**src/rtl/mmu_ep_pkg.sv**
```systemverilog
// Shared types and defaults for the MMU clocked/async drive-free endpoint.
package mmu_ep_pkg;

   typedef enum logic {
      TX_IDLE = 1'b0,
      TX_BUSY = 1'b1
   } tx_state_t;

   typedef enum logic {
      RX_WAIT = 1'b0,
      RX_HOLD = 1'b1
   } rx_state_t;

   localparam int SYNC_STAGES_DEF = 2;

endpackage

```
**src/rtl/mmu_phase_sync.sv**
```systemverilog
// Synchroniser for a 2-phase async signal: SYNC_STAGES flops plus a previous-value
// flop, so every transition of the input becomes a one-cycle event.
module mmu_phase_sync
   import mmu_ep_pkg::*;
#(
   parameter int SYNC_STAGES = SYNC_STAGES_DEF
) (
   input  logic clk,
   input  logic rstn,
   input  logic i_async,
   output logic o_level,
   output logic o_event
);

   logic [SYNC_STAGES-1:0] sync_q;
   logic                   prev_q;

   always_ff @(posedge clk or negedge rstn) begin
      if (!rstn) begin
         sync_q <= '0;
         prev_q <= 1'b0;
      end else begin
         sync_q <= {sync_q[SYNC_STAGES-2:0], i_async};
         prev_q <= sync_q[SYNC_STAGES-1];
      end
   end

   assign o_level = sync_q[SYNC_STAGES-1];
   assign o_event = sync_q[SYNC_STAGES-1] ^ prev_q;

endmodule

```
**src/rtl/mmu_sync_drive_endpoint.sv**
```systemverilog
// Clocked endpoint for an async drive/free cFifo chain: valid/ready <-> 2-phase tokens.
// Optional TX watchdog enabled by defining MMU_EP_TIMEOUT_EN.
//
// state   | meaning
// TX_IDLE | no token outstanding, s_ready high
// TX_BUSY | drive token issued, waiting for the free phase to flip
// RX_WAIT | waiting for a driveNext phase flip from the chain tail
// RX_HOLD | m_data presented, waiting for the consumer; freeNext flips on take
module mmu_sync_drive_endpoint
   import mmu_ep_pkg::*;
#(
   parameter int DATA_W         = 32,
   parameter int SYNC_STAGES    = SYNC_STAGES_DEF,
   parameter int TIMEOUT_CYCLES = 1024
) (
   input  logic              clk,
   input  logic              rstn,
   input  logic              s_valid,
   output logic              s_ready,
   input  logic [DATA_W-1:0] s_data,
   output logic              o_drive,
   output logic [DATA_W-1:0] o_drive_data,
   input  logic              i_free,
   input  logic              i_driveNext,
   input  logic [DATA_W-1:0] i_data,
   output logic              o_freeNext,
   output logic              m_valid,
   input  logic              m_ready,
   output logic [DATA_W-1:0] m_data,
   output logic              o_timeout
);

   tx_state_t         tx_state_q;
   rx_state_t         rx_state_q;
   logic              drive_q;
   logic [DATA_W-1:0] drive_data_q;
   logic              free_next_q;
   logic              m_valid_q;
   logic [DATA_W-1:0] m_data_q;

   logic free_lvl, free_evt;
   logic dnext_lvl, dnext_evt;
   logic unused_ok;

   mmu_phase_sync #(.SYNC_STAGES(SYNC_STAGES)) u_sync_free (
      .clk     (clk),
      .rstn    (rstn),
      .i_async (i_free),
      .o_level (free_lvl),
      .o_event (free_evt)
   );

   mmu_phase_sync #(.SYNC_STAGES(SYNC_STAGES)) u_sync_dnext (
      .clk     (clk),
      .rstn    (rstn),
      .i_async (i_driveNext),
      .o_level (dnext_lvl),
      .o_event (dnext_evt)
   );

   // Only edges matter here; the synchronised levels are not needed.
   assign unused_ok = ^{free_lvl, dnext_lvl, (TIMEOUT_CYCLES != 0)};

   always_ff @(posedge clk or negedge rstn) begin
      if (!rstn) begin
         tx_state_q   <= TX_IDLE;
         drive_q      <= 1'b0;
         drive_data_q <= '0;
      end else begin
         case (tx_state_q)
            TX_IDLE: begin
               // A free flip here is a protocol error and is deliberately ignored.
               if (s_valid) begin
                  drive_q      <= ~drive_q;
                  drive_data_q <= s_data;
                  tx_state_q   <= TX_BUSY;
               end
            end
            TX_BUSY: begin
               if (free_evt) tx_state_q <= TX_IDLE;
            end
            default: tx_state_q <= TX_IDLE;
         endcase
      end
   end

   always_ff @(posedge clk or negedge rstn) begin
      if (!rstn) begin
         rx_state_q  <= RX_WAIT;
         free_next_q <= 1'b0;
         m_valid_q   <= 1'b0;
         m_data_q    <= '0;
      end else begin
         case (rx_state_q)
            RX_WAIT: begin
               if (dnext_evt) begin
                  m_data_q   <= i_data;
                  m_valid_q  <= 1'b1;
                  rx_state_q <= RX_HOLD;
               end
            end
            RX_HOLD: begin
               if (m_ready) begin
                  free_next_q <= ~free_next_q;
                  m_valid_q   <= 1'b0;
                  rx_state_q  <= RX_WAIT;
               end
            end
            default: rx_state_q <= RX_WAIT;
         endcase
      end
   end

   assign s_ready      = (tx_state_q == TX_IDLE);
   assign o_drive      = drive_q;
   assign o_drive_data = drive_data_q;
   assign o_freeNext   = free_next_q;
   assign m_valid      = m_valid_q;
   assign m_data       = m_data_q;

`ifdef MMU_EP_TIMEOUT_EN
   localparam int                CNT_W   = $clog2(TIMEOUT_CYCLES + 1);
   localparam logic [CNT_W-1:0]  CNT_MAX = CNT_W'(TIMEOUT_CYCLES);

   logic [CNT_W-1:0] busy_cnt_q, busy_cnt_d;
   logic             timeout_q;

   always_comb begin
      busy_cnt_d = '0;
      if (tx_state_q == TX_BUSY && !free_evt) begin
         busy_cnt_d = (busy_cnt_q == CNT_MAX) ? busy_cnt_q : busy_cnt_q + CNT_W'(1);
      end
   end

   always_ff @(posedge clk or negedge rstn) begin
      if (!rstn) begin
         busy_cnt_q <= '0;
         timeout_q  <= 1'b0;
      end else begin
         busy_cnt_q <= busy_cnt_d;
         if (busy_cnt_d == CNT_MAX) timeout_q <= 1'b1;
      end
   end

   assign o_timeout = timeout_q;
`else
   assign o_timeout = 1'b0;
`endif

endmodule
```
**config.mk**
```make
export PLATFORM = sky130hd
export DESIGN_NAME = mmu_sync_drive_endpoint
export DESIGN_NICKNAME = d
export VERILOG_FILES = /design/src/rtl/mmu_ep_pkg.sv /design/src/rtl/mmu_phase_sync.sv /design/src/rtl/mmu_sync_drive_endpoint.sv
export SDC_FILE = /design/constraint.sdc
export NUM_CORES = 1
export LEC_CHECK = 0
export CORE_ASPECT_RATIO = 0.75
export CORE_MARGIN = 2
export CORE_UTILIZATION = 41
export DETAILED_ROUTE_END_ITERATION = 8
export GPL_TIMING_DRIVEN = 0
export PLACE_DENSITY = 0.81
export SETUP_SLACK_MARGIN = 0.5
export SLEW_MARGIN = 25
export SYNTH_ARGS = -nofsm -noshare
export SYNTH_HDL_FRONTEND = slang
export SYNTH_SLANG_ARGS = --single-unit
```
**constraint.sdc**
```tcl
create_clock -name clk -period 1.9 [get_ports clk]
set_input_delay 0.38 -clock clk [delete_from_list [all_inputs] [get_ports clk]]
set_output_delay 0.38 -clock clk [all_outputs]
set_load 0.1 [all_outputs]
```
==> results.py <==
metrics = {
    "synth": {
        "syn_inst": 162,
        "synthTopCellsByArea": "dfrtp_1, mux2_4, mux2_2",
        "yosys.cell_count.top_type": "dfrtp_1",
        "synth_edf_count": 0,
        "synth_seq_area_share_pct": 64.63,
        "synth_top_area_cell": "dfrtp_1",
        "syn_area_mm2": 0.002904,
        "avgSynthCellArea_um2": 17.93,
        "synth_common_cells": "dfrtp_1, mux2_2, mux2_4",
        "syn_nets": 232,
        "ys_seq_elements": 75,
        "synth_warnings": 0,
        "synthFlopType": "dfrtp_1",
        "async_reset_ff_share_pct": 100.0,
        "yosysUniqueCellTypes": 18,
        "synth_top_area_share_pct": 64.63,
    },
    "critical_path": {
        "r2r_cells": 5,
        "worstSetupPathType": "reg -> reg",
        "worstPathMaxFanout": 10,
        "r2r-end": "m_data[19]",
        "timing.critical_path.to_type": "flip-flop",
        "critPathLaunchType": "flip-flop",
        "cp.arrival_ns": 1.68,
        "crit_chain": "xor2_2, nor2b_4, buf_6, buf_12, mux2_4",
        "worstPathRequired_ns": 2.12,
        "crit_start": "u_sync_dnext.prev_q",
        "cpMaxStageDelayCell": "dfrtp_1",
        "critical_path.max_stage_delay_ns": 0.40,
        "reg2reg_slack_ns": 0.44,
        "reg2reg_from": "u_sync_dnext.prev_q",
    },
    "timing": {
        "fmax_ghz": 0.6872,
        "setup_violations": 0,
        "hold_viol_final": 0,
        "period_minus_slack_ns": 1.455,
        "maxSlewViolCount": 0,
        "timing.final.crit_share_pct": 76.59,
        "rsz0062_at_grt": "true",
        "finClkSkew_ns": 0.007790,
    },
    "floorplan": {
        "rows": 26,
        "die-width_um": 101.2,
        "core-area_mm2": 0.006832,
        "start_util_pct": 42.51,
        "io_pins": 139,
        "die-area_mm2": 0.007779,
        "dieHeight_um": 76.89,
    },
    "cells_and_area": {
        "final_cells": 409,
        "nets": 390,
        "drive_gt1_share_pct": 52.00,
        "synthToLayoutAreaGrowth_pct": 66.18,
        "design_area_mm2": 0.004826,
        "antenna_cells": 0,
    },
    "place": {
        "dp_cells": 384,
        "gp_congestion": 0.7082,
        "port_buffers": 137,
        "dp_hpwl_um": 4677,
        "post_dp_cell_area_mm2": 0.004398,
    },
    "global_routing": {
        "use_met3_pct": 7.748,
        "grt.busiest_layer": "met2",
        "grt_pass1_vias": 2000,
        "antenna_found_initial": 0,
        "grt_usage_pct": 17.36,
        "met1_usage_pct": 21.27,
        "grt_overflow_total": 0,
        "met2_usage_pct": 26.82,
        "grt_pass1_wl_um": 10270,
        "grt_max_degree": 45,
    },
    "clocking": {
        "cts_buffers": 9,
        "cts_tree": "done",
        "clock_insertion_delay_worst_skew_ns": 0.34,
        "cts_buffer_depth": 2,
        "cts.sinks": 75,
        "path_clk_slew_ns": 0.08,
        "cts_root_buffer": "clkbuf_8",
        "htree_levels": 3,
    },
    "outcome": {
        "status": "finished clean",
    },
    "flow_run": {
        "drv_cap": 0,
    },
    "drt": {
        "antenna_left": 0,
        "vias_per_cell": 4.724,
        "dr.first_iter.drc_count": 21,
        "drt-pass1-iter-count": 3,
        "dr_total_vias": 1932,
        "avgRoutedWirePerCell_um": 16.15,
        "drcViolationCount": 0,
        "wl_um": 6606,
    },
    "min_path": {
        "min_path_cells": 0,
        "min-delay-start": "u_sync_free.sync_q[0]",
        "hold_path.class": "reg -> reg",
        "hold_path_end": "u_sync_free.sync_q[1]",
    },
}
worst max-delay path by stage:
| stage | to | slack [ns] |
|---|---|---|
| 2_1_floorplan | m_data[10] | 0.48 |
| 3_3_place_gp | m_data[27] | -2.10 |
| 3_5_place_dp | s_ready | -0.05 |
| 4_1_cts | s_ready | 0.40 |
| 5_1_grt | s_ready | 0.38 |
| 6_report | m_data[19] | 0.44 |
cell type report:
| class | instances | area (um^2) |
|---|---|---|
| fill | 462 | 2006 |
| sequential | 75 | 1877 |
| timing repair buffer | 147 | 1521 |
| multi-input combinational | 76 | 938.4 |
| clock buffer | 11 | 141.4 |
| buffer | 9 | 135.1 |
| tap | 84 | 105.1 |
| clock inverter | 5 | 100.1 |
| inverter | 2 | 7.507 |
cell usage in the layout (no fill, tap or decap), types with 3 or more instances in the layout:
master,Yosys,final
bufinv_16,0,3
mux2_4,30,32
dfrtp_1,75,75
buf_8,0,5
buf_6,1,52
buf_12,3,5
buf_4,1,24
clkbuf_8,0,10
mux2_2,34,32
clkdlybuf4s50_1,0,68
routing by layer:
metal	vias to the layer above	part of all wire, %
met5	-	0
met4	0	1.9
met3	12	11
met2	106	44
met1	942	43
li1	872	-
logic make-up (layout without fill, tap and decap cells):
group / after synthesis / in the layout / synth area share [%]
AO/OA/AOI/OAI: 3 / 3 / 0.7328
buffers and inverters: 11 / 174 / 3.662
AND/OR/NAND/NOR: 4 / 4 / 0.9476
XOR/XNOR: 4 / 4 / 1.207
multiplexers: 64 / 64 / 28.69
flip-flops: 75 / 75 / 64.63
other: 1 / 1 / 0.1291
sequential cells by signal, summed over array words and instances (netlist names):
| name | count |
|---|---|
| m_data | 32 |
| o_drive_data | 32 |
| u_sync_dnext.sync_q | 2 |
| u_sync_free.sync_q | 2 |
| m_valid | 1 |
| o_drive | 1 |
| o_freeNext | 1 |
| rx_state_q | 1 |
| tx_state_q | 1 |
| u_sync_dnext.prev_q | 1 |
| u_sync_free.prev_q | 1 |
per-stage QoR:
| stage | hold WS, ns | setup TNS (ns) | util [%] | setup slack, ns |
|---|---|---|---|---|
| after CTS | 0.3562 | 0 | 67.64 | 0.4034 |
| after detailed placement | 0.3379 | -0.4269 | 64.38 | -0.04745 |
| after global routing | 0.3573 | 0 | 70.64 | 0.3823 |
| after global placement | 0.3335 | -157.53 | 64.12 | -2.104 |
| final | 0.3533 | 0 | 70.64 | 0.4449 |
| after floorplan | 0.08441 | 0 | - | 0.4802 |
what timing repair did:
item,CTS,global route
endpoints found under the setup margin,128,87
pin swaps,1,1
buffers inserted,4,3
hold buffers,1,0
gates cloned,0,1
resized for setup,438,42
hold endpoints to repair,31,0
critical path: cells and delay by family, from the launching register on:
kind	cells	cell delay (ns)
muxes	1	0.31
and+or+nand+nor	1	0.17
buffers and inverters	2	0.29
DFF	1	0.40
xor gates and xnor gates	1	0.18
Power is left out: the tool's default activity adds up to more than one toggle a clock period on the data nets, which glitch-free logic cannot reach.
